--- src/rtl/reward_scheduler_pkg.sv ---
// Shared definitions for the reward scheduler: grid limits, reward type codes,
// FSM state encoding and the LFSR seed.
package reward_scheduler_pkg;

    localparam int GRID_W = 40;
    localparam int GRID_H = 30;

    typedef logic [5:0] coord_t;
    typedef logic [1:0] reward_t;

    localparam coord_t GRID_X_LIM = 6'(GRID_W);
    localparam coord_t GRID_Y_LIM = 6'(GRID_H);

    localparam reward_t RT_NONE      = 2'b00;
    localparam reward_t RT_PROTECTED = 2'b01;
    localparam reward_t RT_GRADE     = 2'b10;
    localparam reward_t RT_SLOWLY    = 2'b11;

    localparam logic [15:0] LFSR_SEED = 16'hACE1;

    typedef enum logic [2:0] {
        ST_IDLE,
        ST_WAIT,
        ST_DRAW,
        ST_PROBE,
        ST_CHECK,
        ST_SHOW,
        ST_EFFECT
    } state_t;

    // A raw draw of 00 would mean "no reward", so it is folded onto the protected type.
    function automatic reward_t map_type(input reward_t raw);
        return (raw == RT_NONE) ? RT_PROTECTED : raw;
    endfunction

endpackage

--- src/rtl/reward_scheduler_if.sv ---
// Game-side signal bundle of the reward scheduler; the slave modport is the
// scheduler's view, the master modport the game/testbench view.
interface reward_scheduler_if;
    import reward_scheduler_pkg::*;

    logic    enable_reward;
    logic    game_running;
    coord_t  head_xpos;
    coord_t  head_ypos;
    coord_t  probe_xpos;
    coord_t  probe_ypos;
    logic    probe_occupied;
    logic    set_require;
    coord_t  random_xpos;
    coord_t  random_ypos;
    reward_t reward_type;
    logic    reward_taken;
    logic    effect_active;
    reward_t effect_type;

    modport slave (
        input  enable_reward, game_running, head_xpos, head_ypos, probe_occupied,
        output probe_xpos, probe_ypos, set_require, random_xpos, random_ypos,
               reward_type, reward_taken, effect_active, effect_type
    );

    modport master (
        output enable_reward, game_running, head_xpos, head_ypos, probe_occupied,
        input  probe_xpos, probe_ypos, set_require, random_xpos, random_ypos,
               reward_type, reward_taken, effect_active, effect_type
    );

endinterface

--- src/rtl/reward_lfsr.sv ---
// Free-running 16-bit Fibonacci LFSR, polynomial x^16+x^15+x^13+x^4+1.
// Maximal length from a non-zero seed, so the all-zero state is never reached.
module reward_lfsr
    import reward_scheduler_pkg::*;
(
    input  logic        clk,
    input  logic        rst_n,
    output logic [15:0] rnd
);

    logic [15:0] r_state;
    logic        w_feedback;

    assign w_feedback = r_state[15] ^ r_state[14] ^ r_state[12] ^ r_state[3];

    always_ff @(posedge clk or negedge rst_n) begin
        if (!rst_n) r_state <= LFSR_SEED;
        else        r_state <= {r_state[14:0], w_feedback};
    end

    assign rnd = r_state;

endmodule

--- src/rtl/reward_scheduler.sv ---
// Places a bonus reward on a free grid cell, times its visibility, detects the
// snake eating it and times the resulting effect.
module reward_scheduler
    import reward_scheduler_pkg::*;
#(
    parameter int TICK_DIV    = 50000,
    parameter int SPAWN_DELAY = 3000,
    parameter int LIFETIME    = 8000,
    parameter int EFFECT_TIME = 5000,
    parameter int MAX_TRIES   = 8
) (
    input logic               clk,
    input logic               rst_n,
    reward_scheduler_if.slave bus
);

    localparam logic [31:0] TICK_LAST   = 32'(TICK_DIV - 1);
    localparam logic [15:0] SPAWN_LOAD  = 16'(SPAWN_DELAY - 1);
    localparam logic [15:0] LIFE_LOAD   = 16'(LIFETIME - 1);
    localparam logic [15:0] EFFECT_LOAD = 16'(EFFECT_TIME - 1);
    localparam logic [7:0]  TRIES_LIMIT = 8'(MAX_TRIES);

    state_t      r_state, w_next;
    logic [31:0] r_presc;
    logic [15:0] r_timer, w_timerN;
    logic [7:0]  r_tries, w_triesN, w_triesInc;
    coord_t      r_candX, r_candY, w_candXN, w_candYN;
    coord_t      r_rewX, r_rewY, w_rewXN, w_rewYN;
    reward_t     r_type, w_typeN, r_effType, w_effTypeN;
    logic        r_set, w_setN, r_taken, w_takenN, r_effActive, w_effActiveN;
    logic [15:0] w_rnd;
    coord_t      w_drawX, w_drawY;
    logic        w_tick, w_timerZero, w_drawOk, w_triesOut, w_hitHead, w_caught;
    logic        w_unused;

    reward_lfsr u_lfsr (.clk(clk), .rst_n(rst_n), .rnd(w_rnd));

    assign w_drawX     = w_rnd[5:0];
    assign w_drawY     = w_rnd[11:6];
    assign w_drawOk    = (w_drawX < GRID_X_LIM) && (w_drawY < GRID_Y_LIM);
    assign w_tick      = bus.game_running && (r_presc == TICK_LAST);
    assign w_timerZero = (r_timer == 16'd0);
    assign w_triesInc  = r_tries + 8'd1;
    assign w_triesOut  = (w_triesInc >= TRIES_LIMIT);
    assign w_hitHead   = (r_candX == bus.head_xpos) && (r_candY == bus.head_ypos);
    assign w_caught    = (r_rewX == bus.head_xpos) && (r_rewY == bus.head_ypos);
    assign w_unused    = ^w_rnd[15:14];

    // Prescaler only runs in play, which is what freezes every timer during a pause.
    always_ff @(posedge clk or negedge rst_n) begin
        if (!rst_n)                  r_presc <= '0;
        else if (!bus.enable_reward) r_presc <= '0;
        else if (bus.game_running)   r_presc <= (r_presc == TICK_LAST) ? '0 : r_presc + 32'd1;
    end

    always_ff @(posedge clk or negedge rst_n) begin
        if (!rst_n) begin
            r_state     <= ST_IDLE;
            r_timer     <= '0;
            r_tries     <= '0;
            r_candX     <= '0;
            r_candY     <= '0;
            r_rewX      <= '0;
            r_rewY      <= '0;
            r_type      <= RT_NONE;
            r_set       <= 1'b0;
            r_taken     <= 1'b0;
            r_effActive <= 1'b0;
            r_effType   <= RT_NONE;
        end else begin
            r_state     <= w_next;
            r_timer     <= w_timerN;
            r_tries     <= w_triesN;
            r_candX     <= w_candXN;
            r_candY     <= w_candYN;
            r_rewX      <= w_rewXN;
            r_rewY      <= w_rewYN;
            r_type      <= w_typeN;
            r_set       <= w_setN;
            r_taken     <= w_takenN;
            r_effActive <= w_effActiveN;
            r_effType   <= w_effTypeN;
        end
    end

    always_comb begin
        w_next       = r_state;
        w_timerN     = r_timer;
        w_triesN     = r_tries;
        w_candXN     = r_candX;
        w_candYN     = r_candY;
        w_rewXN      = r_rewX;
        w_rewYN      = r_rewY;
        w_typeN      = r_type;
        w_setN       = r_set;
        w_takenN     = 1'b0;
        w_effActiveN = r_effActive;
        w_effTypeN   = r_effType;

        case (r_state)
            ST_IDLE: begin
                w_next   = ST_WAIT;
                w_timerN = SPAWN_LOAD;
            end
            ST_WAIT: begin
                if (w_tick) begin
                    if (w_timerZero) begin
                        w_next   = ST_DRAW;
                        w_triesN = '0;
                    end else begin
                        w_timerN = r_timer - 16'd1;
                    end
                end
            end
            ST_DRAW: begin
                if (w_drawOk) begin
                    w_candXN = w_drawX;
                    w_candYN = w_drawY;
                    w_next   = ST_PROBE;
                end else if (w_triesOut) begin
                    w_next   = ST_WAIT;
                    w_timerN = SPAWN_LOAD;
                end else begin
                    w_triesN = w_triesInc;
                end
            end
            ST_PROBE: w_next = ST_CHECK;
            ST_CHECK: begin
                if (!bus.probe_occupied && !w_hitHead) begin
                    w_rewXN  = r_candX;
                    w_rewYN  = r_candY;
                    w_typeN  = map_type(w_rnd[13:12]);
                    w_setN   = 1'b1;
                    w_timerN = LIFE_LOAD;
                    w_next   = ST_SHOW;
                end else if (w_triesOut) begin
                    w_next   = ST_WAIT;
                    w_timerN = SPAWN_LOAD;
                end else begin
                    w_triesN = w_triesInc;
                    w_next   = ST_DRAW;
                end
            end
            // Catch is tested before expiry so a bite on the last tick still counts.
            ST_SHOW: begin
                if (w_caught) begin
                    w_takenN     = 1'b1;
                    w_setN       = 1'b0;
                    w_typeN      = RT_NONE;
                    w_effActiveN = 1'b1;
                    w_effTypeN   = r_type;
                    w_timerN     = EFFECT_LOAD;
                    w_next       = ST_EFFECT;
                end else if (w_tick) begin
                    if (w_timerZero) begin
                        w_setN   = 1'b0;
                        w_typeN  = RT_NONE;
                        w_timerN = SPAWN_LOAD;
                        w_next   = ST_WAIT;
                    end else begin
                        w_timerN = r_timer - 16'd1;
                    end
                end
            end
            ST_EFFECT: begin
                if (w_tick) begin
                    if (w_timerZero) begin
                        w_effActiveN = 1'b0;
                        w_effTypeN   = RT_NONE;
                        w_timerN     = SPAWN_LOAD;
                        w_next       = ST_WAIT;
                    end else begin
                        w_timerN = r_timer - 16'd1;
                    end
                end
            end
            default: w_next = ST_IDLE;
        endcase

        if (!bus.enable_reward) begin
            w_next       = ST_IDLE;
            w_timerN     = '0;
            w_triesN     = '0;
            w_candXN     = '0;
            w_candYN     = '0;
            w_rewXN      = '0;
            w_rewYN      = '0;
            w_typeN      = RT_NONE;
            w_setN       = 1'b0;
            w_takenN     = 1'b0;
            w_effActiveN = 1'b0;
            w_effTypeN   = RT_NONE;
        end
    end

    assign bus.probe_xpos    = r_candX;
    assign bus.probe_ypos    = r_candY;
    assign bus.set_require   = r_set;
    assign bus.random_xpos   = r_rewX;
    assign bus.random_ypos   = r_rewY;
    assign bus.reward_type   = r_type;
    assign bus.reward_taken  = r_taken;
    assign bus.effect_active = r_effActive;
    assign bus.effect_type   = r_effType;

endmodule

--- src/flat_wrapper.sv ---
// flat-port wrapper written by rule: the top's interface ports become plain ports
module reward_scheduler_flat import reward_scheduler_pkg::*;
#(
    parameter int TICK_DIV    = 50000,
    parameter int SPAWN_DELAY = 3000,
    parameter int LIFETIME    = 8000,
    parameter int EFFECT_TIME = 5000,
    parameter int MAX_TRIES   = 8
)
  (clk, rst_n, bus_enable_reward, bus_game_running, bus_head_xpos, bus_head_ypos, bus_probe_occupied, bus_probe_xpos, bus_probe_ypos, bus_set_require, bus_random_xpos, bus_random_ypos, bus_reward_type, bus_reward_taken, bus_effect_active, bus_effect_type);
  reward_scheduler_if bus_i ();
  input logic clk;
  input logic rst_n;
  input wire logic [$bits(bus_i.enable_reward)-1:0] bus_enable_reward;
  input wire logic [$bits(bus_i.game_running)-1:0] bus_game_running;
  input wire logic [$bits(bus_i.head_xpos)-1:0] bus_head_xpos;
  input wire logic [$bits(bus_i.head_ypos)-1:0] bus_head_ypos;
  input wire logic [$bits(bus_i.probe_occupied)-1:0] bus_probe_occupied;
  output wire logic [$bits(bus_i.probe_xpos)-1:0] bus_probe_xpos;
  output wire logic [$bits(bus_i.probe_ypos)-1:0] bus_probe_ypos;
  output wire logic [$bits(bus_i.set_require)-1:0] bus_set_require;
  output wire logic [$bits(bus_i.random_xpos)-1:0] bus_random_xpos;
  output wire logic [$bits(bus_i.random_ypos)-1:0] bus_random_ypos;
  output wire logic [$bits(bus_i.reward_type)-1:0] bus_reward_type;
  output wire logic [$bits(bus_i.reward_taken)-1:0] bus_reward_taken;
  output wire logic [$bits(bus_i.effect_active)-1:0] bus_effect_active;
  output wire logic [$bits(bus_i.effect_type)-1:0] bus_effect_type;
  assign bus_i.enable_reward = bus_enable_reward;
  assign bus_i.game_running = bus_game_running;
  assign bus_i.head_xpos = bus_head_xpos;
  assign bus_i.head_ypos = bus_head_ypos;
  assign bus_i.probe_occupied = bus_probe_occupied;
  assign bus_probe_xpos = bus_i.probe_xpos;
  assign bus_probe_ypos = bus_i.probe_ypos;
  assign bus_set_require = bus_i.set_require;
  assign bus_random_xpos = bus_i.random_xpos;
  assign bus_random_ypos = bus_i.random_ypos;
  assign bus_reward_type = bus_i.reward_type;
  assign bus_reward_taken = bus_i.reward_taken;
  assign bus_effect_active = bus_i.effect_active;
  assign bus_effect_type = bus_i.effect_type;
  reward_scheduler #(.TICK_DIV(TICK_DIV), .SPAWN_DELAY(SPAWN_DELAY), .LIFETIME(LIFETIME), .EFFECT_TIME(EFFECT_TIME), .MAX_TRIES(MAX_TRIES)) u_core (.clk(clk), .rst_n(rst_n), .bus(bus_i));
endmodule
--- config.mk ---
export PLATFORM = sky130hd
export DESIGN_NAME = reward_scheduler_flat
export DESIGN_NICKNAME = d
export VERILOG_FILES = /design/src/rtl/reward_scheduler_pkg.sv /design/src/rtl/reward_scheduler_if.sv /design/src/rtl/reward_lfsr.sv /design/src/rtl/reward_scheduler.sv /design/src/flat_wrapper.sv
export SDC_FILE = /design/constraint.sdc
export NUM_CORES = 1
export LEC_CHECK = 0
export CORE_MARGIN = 5
export CORE_UTILIZATION = 35
export CTS_BUF_LIST = sky130_fd_sc_hd__clkbuf_4
export CTS_CLUSTER_SIZE = 24
export DETAILED_ROUTE_END_ITERATION = 16
export HOLD_SLACK_MARGIN = 0.08
export PLACE_DENSITY = 0.56
export SYNTH_ARGS = -nofsm -noshare
export SYNTH_HDL_FRONTEND = slang
export SYNTH_HIERARCHICAL = 1
export SYNTH_SLANG_ARGS = --single-unit
--- constraint.sdc ---
create_clock -name clk -period 4.35 [get_ports clk]
set_input_delay 1.0875 -clock clk [delete_from_list [all_inputs] [get_ports clk]]
set_output_delay 1.0875 -clock clk [all_outputs]
set_load 0.1 [all_outputs]
---- Word-level counts from Yosys, hierarchy flattened ----
Index checks and enable logic that the tools add are counted.
operators by class
  multiplexer cells ....................... 65
  reduce and logical (&&, ||, !) cells .... 17
  add/subtract/negate cells ............... 3
  equal/unequal tests ..................... 32
  order comparisons ....................... 3
  bitwise logic cells ..................... 3
operator list
  cell                   count
  $mux 16                9
  $mux 32                3
  $pmux 16 s6            1
  $mux 6                 12
  $mux 8                 6
  $add 32x1->32 const B  1
  $eq 32x16->1 const B   1
  $mux 3                 9
  $eq 6x6->1             4
  $pmux 8 s3             1
  $pmux 3 s7             1
  $mux 2                 9
  $ne 3x2->1 const B     6
  $logic_not 16->1       1
  $sub 16x1->16 const B  1
  $ne 4x2->1 const B     3
  $reduce_and 4->1       3
  $mux 1                 10
  $ne 2x1->1 const B     5
  $eq 3x3->1 const B     3
  $ne 3x3->1 const B     3
  $add 8x1->8 const B    1
  $ge 8x4->1 const B     1
  $pmux 2 s2             2
  other kinds (16)       27
word-level totals
  logic and storage cells ................. 137
  register bits after elaboration ......... 106
  bits of input ports ..................... 17

---- Longest topological paths before layout ----
Gate-level depths: netlist (run 1).
  depth in word-level cells ............... 7
  gate-level depth with buffers ........... 10
  gate-level depth less buffers ........... 9

---- By module ----
The synthesis (run 1) kept the hierarchy.
by module, submodules not included
  module            times used  area each (um^2)  cells an instance
  reward_scheduler  1           5659.2            646
  reward_lfsr       1           436.7             19

---- Worst setup path before layout (run 1) ----
No wires, ideal clock.
  path type ............................... input to register
  start point ............................. in bus_head_ypos[2]
  end point ............................... reg u_core.r_tries[2]
  buffers on the path ..................... 1
  arrival time ............................ 2.922 ns
  setup slack ............................. 1.350 ns
  cell stages on the path ................. 8
  required time ........................... 4.272 ns
  cells stage by stage .................... xor2_1 -> nor4_1 -> a31oi_1 -> and2_2 -> clkbuf_2 -> a211o_1 -> or4b_1 -> a21oi_1
on the way
  longest elaborated chain between the ends .. 6
ends and longest elaborated chain
  what                        RTL line                 text
  start: declaration          flat_wrapper.sv:17       input wire logic [$bits(bus_i.head_ypos)-1:0] bus_head_ypos;
  $eq 6x6->1                  reward_scheduler.sv:45   assign w_hitHead = (r_candX == bus.head_xpos) && (r_candY == bus.head_ypos);
  $logic_and 1x1->1           reward_scheduler.sv:45
  $logic_not 1->1             reward_scheduler.sv:129  if (!bus.probe_occupied && !w_hitHead) begin
  $logic_and 1x1->1           reward_scheduler.sv:129
  $ne 3x3->1 (no line)        n/a
  $reduce_and 5->1 (no line)  n/a
  end signal: assignment      reward_scheduler.sv:73   r_tries <= w_triesN;
  end: declaration            reward_scheduler.sv:26   logic [7:0] r_tries, w_triesN, w_triesInc;
Every way passes these cells.
A chain may end at the register's enable or synchronous reset.

---- Worst setup path after layout (run 1) ----
  start point ............................. in bus_head_xpos[1]
  end point ............................... reg u_core.r_tries[2]
on the way
  longest elaborated chain between the ends .. 6
ends and longest elaborated chain
  what                        RTL line                 text
  start: declaration          flat_wrapper.sv:16       input wire logic [$bits(bus_i.head_xpos)-1:0] bus_head_xpos;
  $eq 6x6->1                  reward_scheduler.sv:45
  $logic_and 1x1->1           reward_scheduler.sv:45
  $logic_not 1->1             reward_scheduler.sv:129
  $logic_and 1x1->1           reward_scheduler.sv:129
  $ne 3x3->1 (no line)        n/a
  $reduce_and 5->1 (no line)  n/a
Every way passes these cells.

==> summary.md, run 1 <==
| Metric | Value |
|---|---|
| Final WS setup | `0.886 ns` |
| Max-cap violations | `0` |
| Proportion of layout cells with a drive suffix above 1 | `9.47%` |
| Sw Share | `42.8%` |
| Post-cts sizing count | `0` |
| Post-DRT Antenna Nets | `0` |
| Slew margin rel. | `33.6%` |
| Synthesized area | `between 6000 and 7000 µm²` |
| Initial Util | `35.5%` |
| Fmax | `289 MHz` |
| Count of final setup violators | `0` |
| Pwr Density | `390 nW/µm²` |
| Critical path, cell by cell | `clkdlybuf4s50_1, xor2_1, nor4_1, a31oi_1, and2_2, a211o_1, or4b_1, a21oi_1` |
| Final period util | `79.6%` |
| IO Pins | `48` |
| Total wire length | `17.1 mm` |
| Post-DP Area | `6830 µm²` |
| CTS Buf Count | `9` |
| Min Tclk post-route | `3.46 ns` |
| Asr flop ratio synth | `100%` |
| Vias per std cell | `approximately 5.6` |
| Final Slew Violations | `0` |
| Number of warnings issued by yosys | `6` |
| CP required | `about 4.8 ns` |
| Cell count after synthesis | `665` |
| Post-cts hold buffer count | `0` |
| DP Wirelength | `approximately 12 mm` |
| Syn_area_per_cell | `9.17 µm²` |
| RSZ-0062 raised after global routing | `false` |
| Sink Count | `106` |
| Seq pwr share | `approximately two fifths` |
| Die height | `142 µm` |
| Outcome | `finished clean` |
| Clk_lat worst skew | `about 0.5 ns` |
| Worst-path maximum fanout | `16` |
| Pint | `1560 µW` |
| Root Buffer | `clkbuf_4` |
| Worst hold path class | `flip-flop to flip-flop` |
| Design area | `6980 µm²` |
| DR iter-0 viols | `around 450` |
| Setup bufs post-CTS | `0` |
| Drt drc | `0` |
| Combinational power share | `39.3%` |
| Initial DRT Pass Iterations | `5` |
| FP Rows | `48` |
| Crit path max-delay family | `simple AND/OR/NAND/NOR gates` |
| Area grow syn2layout | `14.4%` |
| RD Place Congestion | `between 0.9 and 1` |
| Non-Filler Instances | `944` |
| Buf/Inv on CP | `1` |
| Max incr delay on CP | `0.51 ns` |
| Setup crit end kind | `flip-flop` |
| Setup_tns | `0 ns` |
| Final number of hold-violating endpoints | `0` |
| Synth Flop Type | `dfrtp_1` |
| First-pass GRT wire length | `28.0 mm` |
| CP startpoint kind | `primary input` |
| IO Port Bufs | `47` |
| Clk buf depth | `2` |
| Clock network power share | `19.3%` |
| Maximum vdd drop | `0.132 mV` |
| Maximum number of pins on one net before global-route repair | `73` |
| Routed vias | `5,299` |
| Skew final | `0.0310 ns` |
| Die X | `142 µm` |
| Mapped Nets | `685` |
| Worst Path Arrival | `~3.9 ns` |
| Crit Path Class | `primary input to flip-flop` |
| Leak | `0.00286 µW` |
| Total GRT Usage | `17.1%` |
| Post-DR wirelength/cell | `18.1 µm` |
| H-tree depth | `3` |
| Placed cell count | `927` |
| P_sw | `between 1000 and 1500 µW` |
| Vias in the first global route | `5,262` |
| Core footprint | `17,200 µm²` |
| Pre-CTS setup slack | `0.399 ns` |
| Post-synth EDFFs | `0` |
| Critical-path top delay cell | `or4b_1` |
| Final #Nets | `733` |
| Die area | `20,200 µm²` |
| CTS tree | `done` |
| Total global routing overflow | `0` |
| Initial antenna violation count | `1` |
| Sequential share of the synthesized area | `a little over two fifths` |
| Actual slew at the worst max-slew pin | `0.994 ns` |
| Clk slew on worst S/H paths | `0.18 ns` |
| Yosys reg bits | `106` |
| Synth unique cells | `between 70 and 80` |
[final cells by class]
type | count | area (µm²)
Inverter | 15 | 56.3
Multi-Input combinational cell | 516 | 3230
Tap cell | 225 | 282
Timing Repair Buffer | 65 | 603
Sequential cell | 106 | 2660
Fill cell | 1738 | 10200
Clock inverter | 7 | 77.6
Clock buffer | 9 | 67.6
Antenna cell | 1 | 2.50
[cell usage after synthesis, drive strengths merged, types with 4 or more instances]
cell,instances,area [µm²]
o211ai,7,52.6
buf,9,76.3
or4,5,37.5
or3,8,50.1
o31ai,4,30.0
a21o,5,37.5
a32o,4,40.0
and4,8,71.3
nor2b,4,25.0
a31oi,5,31.3
or2,4,25.0
dfrtp,98,2450
clkbuf,18,68.8
mux2i,12,120
o22ai,4,25.0
nand2,84,318
xor2,28,245
nand2b,8,50.1
a21oi,41,205
o21ai,24,120
dfstp,8,210
inv,14,52.6
nand4,16,113
nor2,78,293
nor3,20,105
a22o,6,52.6
nor4,16,173
a211oi,4,30.0
nand3,24,125
and3,17,108
xnor2,31,272
[routing by layer]
layer	part of all wire [%]	track usage (%)	vias up
li1	-	-	2500
met1	47	23.7	2627
met2	47	27.4	139
met3	4.6	3.36	33
met4	1.9	4.95	0
met5	0	0	-
[through the flow]
stage / utilization (%) / hold WS [ns] / total power [µW]
finish: 40.6 / 0.389 / 2720
global placement: 39.8 / 0.362 / 2170
detailed placement: 39.8 / 0.362 / 2180
global route: 40.6 / 0.394 / 2890
floorplan: - / 0.353 / 1880
CTS: 40.6 / 0.389 / 2720
[cell usage in the layout, fill, tap and decap left out, types with 12 or more instances in the layout]
cell type / Yosys / layout
mux2i_1: 12 / 12
nand2_1: 83 / 83
xnor2_1: 31 / 31
clkdlybuf4s50_1: 0 / 46
xor2_1: 28 / 28
nor3_1: 19 / 19
o21ai_0: 24 / 24
dfrtp_1: 98 / 98
inv_1: 14 / 14
buf_4: 0 / 19
nand4_1: 14 / 14
a21oi_1: 41 / 41
nor2_1: 78 / 78
and3_1: 16 / 16
nand3_1: 23 / 23
[flip-flops by register name (all words and copies together), names as in the netlist]
| signal | count |
|---|---|
| u_core/r_tries | 8 |
| u_core/bus.random_xpos | 6 |
| u_core/r_timer | 16 |
| u_core/bus.probe_ypos | 6 |
| u_core/bus.probe_xpos | 6 |
| u_core/u_lfsr/rnd | 16 |
| u_core/bus.effect_active | 1 |
| u_core/bus.random_ypos | 6 |
| u_core/bus.reward_taken | 1 |
| u_core/r_presc | 32 |
| u_core/bus.effect_type | 2 |
| u_core/bus.reward_type | 2 |
| u_core/r_state | 3 |
| u_core/bus.set_require | 1 |
[power by group through the flow]
| stage | registers (µW) | clock network, µW | logic [µW] |
|---|---|---|---|
| global placement | 1140 | 0 | 1040 |
| global route | 1140 | 578 | 1170 |
| floorplan | 1110 | 0 | 766 |
| finish | 1130 | 525 | 1070 |
| detailed placement | 1140 | 0 | 1040 |
| CTS | 1120 | 543 | 1050 |
[worst paths after layout]
kind	start	cells past startpoint	endpoint	slack, ns
setup reg to reg	u_core/r_timer[0]$_DFFE_PN0P_	8	u_core/r_timer[6]$_DFFE_PN0P_	1.06
min in group asynchronous	rst_n	1	u_core/r_timer[2]$_DFFE_PN0P_	0.70
max in group asynchronous	rst_n	2	u_core/r_presc[15]$_DFFE_PN0P_	2.76
setup / recovery	bus_head_xpos[1]	8	u_core/r_tries[2]$_DFFE_PN0P_	0.89
hold reg to reg	u_core/u_lfsr/rnd[10]$_DFF_PN1_	0	u_core/u_lfsr/rnd[11]$_DFF_PN1_	0.39
hold / removal	u_core/u_lfsr/rnd[10]$_DFF_PN1_	0	u_core/u_lfsr/rnd[11]$_DFF_PN1_	0.39
[cells by family after synthesis]
kind of cell / share of synthesized area, %
AOI/OAI and AO/OA: 15.1
xor gates and xnor gates: 8.48
adders and majority gates: 0.616
DFF: 43.7
and+or+nand+nor: 26.7
buffers and inverters: 3.51
muxes: 1.97
Power figures use the tool's default switching activity.
==> run 2: changes to the inputs <==
clock period = 3.4 ns   (was 4.35 ns; I/O delays follow)
==> run 2 against run 1 <==
Register-to-register slack lost 0.59 ns. Wire length rose by 2.9%. Non-clock buffer count increased by 12. Critical path depth unchanged. Clock skew decreased by 0.0083 ns. Cell area rose by 0.38%. First-iteration DRC count decreased by 3.7%. Via count is 2.0% higher.
==> summary.md, run 2 (synthesis results as in run 1) <==
| Metric | Value |
|---|---|
| Outcome | `finished clean` |
| Proportion of layout cells with a drive suffix above 1 | `15.2% (+5.7 points)` |
| Sequential cell area | `2660 µm² (unchanged)` |
| Die height | `142 µm (unchanged)` |
| Die X | `142 µm (unchanged)` |
| Vias in the first global route | `5,318 (+1.1%)` |
| Final WS setup | `0.473 ns (-0.413 ns)` |
| RD Place Congestion | `0.917 (-0.55%)` |
| Core footprint | `17,200 µm² (unchanged)` |
| Maximum number of pins on one net before global-route repair | `48 (-34%)` |
| Die area | `20,200 µm² (unchanged)` |
| Max-cap violations | `0 (unchanged)` |
| CP startpoint kind | `flip-flop` |
| Biggest register | `u_core/r_presc` |
| Final period util | `86.1%` |
| Min Tclk post-route | `about 2.9 ns` |
| Worst-path maximum fanout | `9 (-7)` |
| Design area | `7000 µm² (+0.38%)` |
| Most frequent cells in the layout | `dfrtp_1, nand2_1, nor2_1` |
| Post-DRT Antenna Nets | `0 (unchanged)` |
| Vias per std cell | `5.65 (+0.68%)` |
| IO Pins | `48 (unchanged)` |
| Worst hold path class | `primary input to asynchronous set/reset pin` |
| Post-DR wirelength/cell | `18.4 µm (+1.6%)` |
| Sink Count | `106 (unchanged)` |
| Fmax | `approximately 340 MHz` |
| Setup bufs post-CTS | `0 (unchanged)` |
| Clk_lat worst skew | `0.50 ns (about the same)` |
| Crit Path Class | `flip-flop to flip-flop` |
| CTS Buf Count | `9 (unchanged)` |
| First-pass GRT wire length | `28.7 mm (+2.4%)` |
| Clk buf depth | `2 (unchanged)` |
| DP Wirelength | `12.7 mm (+4.0%)` |
| Routed vias | `5,403 (+2.0%)` |
| Post-cts sizing count | `0 (unchanged)` |
| Max reg flops | `32 (unchanged)` |
| Root Buffer | `clkbuf_4` |
| Non-Filler Instances | `956 (+1.3%)` |
| Post-cts hold buffer count | `0 (unchanged)` |
| CTS tree | `done` |
| Pwr Density | `512 nW/µm² (+31%)` |
| Final Slew Violations | `0 (unchanged)` |
| Skew final | `0.0226 ns (-0.00833 ns)` |
| Slew margin rel. | `46.6% (+13 points)` |
| Area grow syn2layout | `14.9%` |
| Hold Slack | `0.351 ns (-0.0383 ns)` |
| Area occupied by multi-input gates | `3230 µm² (unchanged)` |
| Maximum vdd drop | `0.193 mV (+46%)` |
| Final #Nets | `745 (+1.6%)` |
| Placed cell count | `939 (+1.3%)` |
| Total global routing overflow | `0 (unchanged)` |
| FP Rows | `48 (unchanged)` |
| Count of final setup violators | `0 (unchanged)` |
| Total wire length | `17.6 mm (+2.9%)` |
| Pre-CTS setup slack | `-0.00257 ns (-0.402 ns)` |
| Leak | `0.00299 µW (+4.5%)` |
| Drt drc | `0 (unchanged)` |
| Final number of hold-violating endpoints | `0 (unchanged)` |
| CP required | `3.83 ns (-0.95 ns)` |
| Fill count | `1,757 (+1.1%)` |
| Initial DRT Pass Iterations | `5 (unchanged)` |
| RSZ-0062 raised after global routing | `false` |
| Total GRT Usage | `17.8% (+0.67 points)` |
| Setup crit end kind | `flip-flop` |
| Worst Path Arrival | `3.36 ns (-0.53 ns)` |
| Clk slew on worst S/H paths | `0.18 ns (about the same)` |
| H-tree depth | `3 (unchanged)` |
| Most common cell after layout, fill and taps aside | `dfrtp_1` |
| Initial antenna violation count | `1 (unchanged)` |
| Fin util | `40.8% (+0.15 points)` |
| Initial Util | `35.5% (unchanged)` |
| Actual slew at the worst max-slew pin | `0.801 ns (-0.193 ns)` |
| IO Port Bufs | `47 (unchanged)` |
| DR iter-0 viols | `437 (-3.7%)` |
| Post-DP Area | `6850 µm² (+0.37%)` |
run 2: cell types whose count changed in the layout (fill, tap and decap cells not counted):
cell             delta
clkinvlp_4          -1
clkdlybuf4s50_1    -31
buf_4              +42
buf_12              +1
clkinv_4            +1
run 2: cell type report:
cell class	instances	share of cell area (%)
repair buffers	77	8.97
clock inverters	7	1.13
well taps	225	4.02
inverters	15	0.804
clock buffers	9	0.965
multi-input cells	516	46.1
flip-flops and latches	106	38.0
diodes	1	0.0357
run 2: routing by layer:
| metal | vias to the layer above | track usage, % | wire length [µm] | part of all wire, % |
|---|---|---|---|---|
| met2 | 184 | 28.1 | 8280 | 47 |
| met1 | 2669 | 25.0 | 7990 | 45 |
| li1 | 2521 | - | - | - |
| met4 | 0 | 6.16 | 357 | 2.0 |
| met3 | 29 | 2.76 | 941 | 5.4 |
| met5 | - | 0 | 0 | 0 |
run 2: worst paths after layout:
kind	slack [ns]	startpoint	cells past startpoint	end
worst min register to register	0.39	u_core/u_lfsr/rnd[6]$_DFF_PN1_	0	u_core/u_lfsr/rnd[7]$_DFF_PN1_
worst min-delay path	0.35	rst_n	1	u_core/r_timer[14]$_DFFE_PN0P_
worst max register to register	0.47	u_core/r_tries[0]$_DFFE_PN0P_	8	u_core/r_tries[2]$_DFFE_PN0P_
min in group clk	0.39	u_core/u_lfsr/rnd[6]$_DFF_PN1_	0	u_core/u_lfsr/rnd[7]$_DFF_PN1_
worst max-delay path	0.47	u_core/r_tries[0]$_DFFE_PN0P_	8	u_core/r_tries[2]$_DFFE_PN0P_
max in group asynchronous	2.18	rst_n	2	u_core/u_lfsr/rnd[13]$_DFF_PN1_
run 2: where the power goes:
part	total [µW]	switching, µW	internal [µW]
combinational	1440	890	547
clock	668	493	176
sequential	1480	149	1330
total	3580	1530	2050
run 2: critical path, stage by stage, from the launching register on:
cell,delay [ns]
dfrtp_1,0.46
ha_1,0.26
nor4b_1,0.31
nand2_1,0.08
a32o_1,0.40
nand2b_1,0.34
a211o_1,0.37
or4b_1,0.47
a21oi_1,0.17
run 2: metrics by stage:
step | power [µW] | setup TNS, ns
6_report | 3580 | 0
5_1_grt | 3790 | 0
4_1_cts | 3570 | 0
3_5_place_dp | 2890 | -0.00257
3_3_place_gp | 2880 | 0
2_1_floorplan | 2400 | 0
==> run 3: changes to the inputs <==
SLEW_MARGIN = 25   (was unset)
==> results of run 3 <==
Final layout, timing and power as in run 2 (identical DEF).
